### config.mk
export PLATFORM = sky130hd
export DESIGN_NAME = instr_sequencer
export DESIGN_NICKNAME = d
export VERILOG_FILES = /design/src/rtl/proz_pkg.sv /design/src/rtl/instr_decoder.sv /design/src/rtl/instr_sequencer.sv
export SDC_FILE = /design/constraint.sdc
export NUM_CORES = 1
export LEC_CHECK = 0
export CAP_MARGIN = 10
export CORE_MARGIN = 10
export CORE_UTILIZATION = 34
export CTS_BUF_LIST = sky130_fd_sc_hd__clkbuf_8
export DETAILED_ROUTE_END_ITERATION = 8
export PLACE_DENSITY_LB_ADDON = 0.3
export SETUP_SLACK_MARGIN = 0.05
export SYNTH_ARGS = -nofsm -noshare
export SYNTH_HDL_FRONTEND = slang
export SYNTH_SLANG_ARGS = --single-unit
### constraint.sdc
create_clock -name clk -period 1.5 [get_ports clk]
set_clock_uncertainty 0.05 [all_clocks]
set_input_delay 0.375 -clock clk [delete_from_list [all_inputs] [get_ports clk]]
set_output_delay 0.375 -clock clk [all_outputs]
set_load 0.01 [all_outputs]
### src/rtl/proz_pkg.sv
// Shared encodings for the instruction sequencer: opcodes, instruction field
// positions, controller states and decoded instruction classes.
package proz_pkg;

  localparam logic [3:0] OP_NOP  = 4'h0;
  localparam logic [3:0] OP_LDI  = 4'h8;
  localparam logic [3:0] OP_JMP  = 4'h9;
  localparam logic [3:0] OP_BZ   = 4'hA;
  localparam logic [3:0] OP_HALT = 4'hF;

  localparam int OP_MSB  = 15;
  localparam int OP_LSB  = 12;
  localparam int RD_MSB  = 11;
  localparam int RD_LSB  = 9;
  localparam int RS1_MSB = 8;
  localparam int RS1_LSB = 6;
  localparam int RS2_MSB = 5;
  localparam int RS2_LSB = 3;
  localparam int IMM_MSB = 7;
  localparam int IMM_LSB = 0;

  typedef enum logic [2:0] {
    S_IDLE, S_FETCH, S_DECODE, S_EXECUTE, S_WRITEBACK, S_HALT
  } state_t;

  typedef enum logic [2:0] {
    C_NOP, C_ALU, C_LDI, C_JMP, C_BZ, C_HALT
  } iclass_t;

  // Opcodes 0xB-0xE are reserved and execute as NOP.
  function automatic iclass_t op_class(input logic [3:0] op);
    case (op)
      OP_LDI:  return C_LDI;
      OP_JMP:  return C_JMP;
      OP_BZ:   return C_BZ;
      OP_HALT: return C_HALT;
      default: return (op != OP_NOP && !op[3]) ? C_ALU : C_NOP;
    endcase
  endfunction

endpackage

### src/rtl/instr_decoder.sv
// Purely combinational split of the instruction register into class and fields.
module instr_decoder
  import proz_pkg::*;
(
  input  logic [15:0] ir,
  output iclass_t     iclass,
  output logic [2:0]  alu_op,
  output logic [2:0]  rd,
  output logic [2:0]  rs1,
  output logic [2:0]  rs2,
  output logic [7:0]  imm8
);

  assign iclass = op_class(ir[OP_MSB:OP_LSB]);
  assign alu_op = ir[OP_LSB+2:OP_LSB];
  assign rd     = ir[RD_MSB:RD_LSB];
  assign rs1    = ir[RS1_MSB:RS1_LSB];
  assign rs2    = ir[RS2_MSB:RS2_LSB];
  assign imm8   = ir[IMM_MSB:IMM_LSB];

endmodule

### src/rtl/instr_sequencer.sv
// Multi-cycle instruction sequencer: fetches over a req/ack port, decodes,
// drives an external ALU and register bank, and stops on HALT.
module instr_sequencer
  import proz_pkg::*;
(
  input  logic        clk,
  input  logic        reset,
  input  logic        enable,
  output logic        imem_req,
  output logic [7:0]  imem_addr,
  input  logic        imem_ack,
  input  logic [15:0] imem_data,
  output logic [2:0]  addr1,
  output logic [2:0]  addr2,
  output logic [2:0]  addrdest,
  input  logic [7:0]  data1,
  input  logic [7:0]  data2,
  output logic [7:0]  datadest,
  output logic        control,
  output logic [7:0]  a1,
  output logic [7:0]  a2,
  output logic [2:0]  alu_ctrl,
  input  logic [7:0]  o,
  input  logic [3:0]  status,
  output logic        halted
);

  state_t      state, state_nxt;
  logic [7:0]  pc;
  logic [15:0] ir;
  logic        zflag;
  iclass_t     iclass;
  logic [2:0]  alu_op;
  logic [7:0]  imm8;
  logic        unused_status;

  assign unused_status = &{1'b0, status[3:1]};

  instr_decoder u_dec (
    .ir     (ir),
    .iclass (iclass),
    .alu_op (alu_op),
    .rd     (addrdest),
    .rs1    (addr1),
    .rs2    (addr2),
    .imm8   (imm8)
  );

  always_ff @(posedge clk or posedge reset) begin
    if (reset) state <= S_IDLE;
    else       state <= state_nxt;
  end

  always_comb begin
    state_nxt = state;
    case (state)
      S_IDLE:      if (enable) state_nxt = S_FETCH;
      S_FETCH:     if (imem_ack) state_nxt = S_DECODE;
      S_DECODE: begin
        case (iclass)
          C_HALT:       state_nxt = S_HALT;
          C_ALU, C_LDI: state_nxt = S_EXECUTE;
          default:      state_nxt = S_IDLE;
        endcase
      end
      S_EXECUTE:   state_nxt = S_WRITEBACK;
      S_WRITEBACK: state_nxt = S_IDLE;
      S_HALT:      state_nxt = S_HALT;
      default:     state_nxt = S_IDLE;
    endcase
  end

  // pc advances in DECODE for every instruction except a taken branch and HALT.
  always_ff @(posedge clk or posedge reset) begin
    if (reset) begin
      pc       <= '0;
      ir       <= '0;
      zflag    <= 1'b0;
      a1       <= '0;
      a2       <= '0;
      alu_ctrl <= '0;
    end else begin
      if (state == S_FETCH && imem_ack) ir <= imem_data;
      if (state == S_DECODE) begin
        case (iclass)
          C_JMP:   pc <= imm8;
          C_BZ:    pc <= zflag ? imm8 : pc + 8'd1;
          C_HALT:  pc <= pc;
          default: pc <= pc + 8'd1;
        endcase
      end
      if (state == S_EXECUTE && iclass == C_ALU) begin
        a1       <= data1;
        a2       <= data2;
        alu_ctrl <= alu_op;
      end
      if (state == S_WRITEBACK && iclass == C_ALU) zflag <= status[0];
    end
  end

  always_comb begin
    imem_req  = (state == S_FETCH);
    imem_addr = pc;
    control   = (state == S_WRITEBACK);
    halted    = (state == S_HALT);
    datadest  = '0;
    if (state == S_WRITEBACK) datadest = (iclass == C_ALU) ? o : imm8;
  end

endmodule

==> flow_summary.ini <==
[outcome]
status = finished, violations left
violations = setup timing

[die]
initial_utilization_pct = 34.91
io-pin-count = 95
die_w_microns = 103.3
die_h_microns = 103.3
rows = 30
core-area_sq_um = 6756
dieArea_sq_um = 10670

[place]
dp_cells = 390
placed_area_sq_um = 3587
gp_congestion = 0.7967
io_buffer_count = 91
place_hpwl_microns = 5127
pre_cts_ws_ns = -0.5060

[synthesis]
netlist_instances = 196
syn_nets = 245
synth_simple_gate_area_share_pct = 11.14
synth_compound_area_share_pct = 8.700
synth_cell_type_count = 42
synthXorXnorAreaFrac_pct = 0
avgSynthCellArea_sq_um = 12.03
ys_ff_latch = 47
synth_mux_area_share_pct = 23.40
syn_area_sq_um = 2359
yosysSeqAreaShare_pct = 49.87
synth_edf_count = 0
synthAdderAreaFrac_pct = 0.5305
yosys_warnings = 0
synthArstFlopShare_pct = 100.0
synth_top_family_by_area = multiplexers
synth_ff_type = dfrtp_1

[sta]
rsz0062_at_grt = yes
post-route-worst-setup-slack_ns = -0.4269
slew_viol_final = 0
min_period_ns = 1.927
fin_hold_ws_ns = 0.4214
setup_viol = 55
fmax_mhz = 519.0
finalCritPeriodShare_pct = 128.5
worst_pin_slew_ns = 0.3139
max_slew_margin_pct = 78.86
final_hold_viol_count = 0

[critical_path]
cp_num_cells = 7
critPathBufInv = 3
cp_slowest_cell = dfrtp_1
crit_path_start = ir[14]
cp-start-kind = register
cpPeakStageDelay_ns = 0.42
end_kind = output pin
worstSetupPathType = reg2out
worstPathMaxFanout = 2
arrival_ns = 1.50
reg2reg_depth = 9
cp_top_family = flip-flops
crit_chain = nor2_4, a21oi_4, buf_4, buf_6, mux2i_1, nor2_1, buf_2
crit_required_ns = 1.07
worstReg2RegStart = ir[14]

[detailed_routing]
drc = 0
avgRoutedWirePerCell_microns = 17.29
drtPass1Iterations = 5
drt_iter0_drc = 66
vias = 2048
vias_per_cell = 4.830
drt-total-wl_microns = 7333
drtAntennaViolNets = 0

[power]
leakage_nw = 1.904
max-vdd-ir-drop_v = 0.0008391
power_density_nw_per_um2 = 1934

[layout]
fill_cells = 558
fin_cells = 424
syn2layout_area_growth_pct = 74.43
finish.instance_area_sq_um = 4114
final_util_pct = 60.89
layout.cells.most_common = dfrtp_1
final_cell_mix = dfrtp_1 (47), clkdlybuf4s50_1 (44), buf_4 (40)
n_antenna_cell = 0
nets = 392
final_layout_size_suffix_gt1_share_pct = 44.19

[clocking]
clock-sinks = 47
cts-root-buf = clkbuf_8
clk_latency_ns = 0.31
cts_tree = built
cts_buffer_depth = 2
cts.clk_slew.worst_paths_ns = 0.09
htreeDepth = 2
numCtsBuffers = 5

[grt]
grt_antenna_before_repair = 0
grt_max_degree = 48
grt_pass1_wl_microns = 11280
grt_pass1_vias = 2125
grt_usage_pct = 13.72
overflow = 0

[worst_hold_path]
hp-class = in2async

[run]
cap_violations = 0
[registers in the layout (all words and copies together) (netlist names)]
signal and flops:
state 3, a1 8, a2 8, alu_ctrl 3, ir 16, zflag 1, imem_addr 8
[through the flow]
stage / power [mW] / TNS, ns
2_1_floorplan: 4.229 / -1.027
3_3_place_gp: 6.150 / -12.09
3_5_place_dp: 6.229 / -12.81
4_1_cts: 7.523 / -9.770
5_1_grt: 8.465 / -17.54
6_report: 7.958 / -13.82
[area by class of cell]
class | instances | area (sq um) | area share [%]
multi-input combinational | 127 | 1249 | 30.35
timing repair buffer | 156 | 1474 | 35.83
sequential | 47 | 1176 | 28.59
clock buffer | 5 | 68.82 | 1.673
inverter | 6 | 26.28 | 0.6387
tap | 80 | 100.1 | 2.433
clock inverter | 3 | 20.02 | 0.4866
[per-layer routing]
layer	vias to the layer above	global-route usage, %	share of wire (%)
li1	980	-	-
met1	1009	17.09	42
met2	52	22.67	52
met3	7	3.455	5.3
met4	0	4.492	1.4
met5	-	0	0
[power by group]
group / internal [mW] / leakage (nW) / switching (mW)
logic: 2.96 / 1.30 / 2.00
clock network: 0.325 / 0.0402 / 0.461
registers: 1.86 / 0.566 / 0.356
total: 5.14 / 1.90 / 2.82
[path summary, 6_finish.rpt]
| path | end | slack (ns) |
|---|---|---|
| setup reg to reg | a1[0] | -0.37 |
| hold reg to reg | ir[11] | 0.46 |
| min in group clk | ir[11] | 0.46 |
| hold / removal | a1[7] | 0.42 |
| setup / recovery | datadest[1] | -0.43 |
| max in group asynchronous | ir[4] | 0.76 |
[what timing repair did]
item	4_1_cts	5_1_grt
gates resized for setup	148	40
setup buffers	13	13
hold buffers	0	0
endpoints found under the setup margin	91	73
hold endpoints to repair	0	0
cloned	4	0
pin swaps	10	11
[Yosys cell counts, types with 3 or more instances]
| cell | number | area (sq um) |
|---|---|---|
| and3_1 | 4 | 25.02 |
| a22oi_1 | 3 | 22.52 |
| nor2b_1 | 4 | 25.02 |
| buf_4 | 11 | 82.58 |
| a2bb2oi_1 | 3 | 26.28 |
| nand2_1 | 10 | 37.54 |
| mux2_4 | 10 | 150.1 |
| o21ai_0 | 5 | 25.02 |
| o21ai_1 | 3 | 15.01 |
| dfrtp_1 | 47 | 1176 |
| nand3_1 | 5 | 25.02 |
| nand2b_1 | 4 | 25.02 |
| a21oi_1 | 3 | 15.01 |
| nor2_1 | 12 | 45.04 |
| mux2i_1 | 12 | 120.1 |
| inv_1 | 6 | 22.52 |
| mux2_1 | 25 | 281.5 |
[kinds of logic (layout without fill, tap and decap cells)]
family | after synthesis | after routing
multiplexers | 47 | 47
adder cells (fa/ha/maj) | 1 | 1
AND/OR/NAND/NOR | 51 | 51
buffers and inverters | 22 | 170
AO/OA/AOI/OAI | 28 | 28
flip-flops | 47 | 47
[worst reg2reg max path, delay by kind of cell, from the launching register on]
family / cells / cell delay (ns)
DFF: 1 / 0.42
muxes: 1 / 0.29
buffers and inverters: 5 / 0.62
AOI/OAI and AO/OA: 1 / 0.07
and+or+nand+nor: 2 / 0.32
No activity file was read; power rests on OpenSTA's default activity.
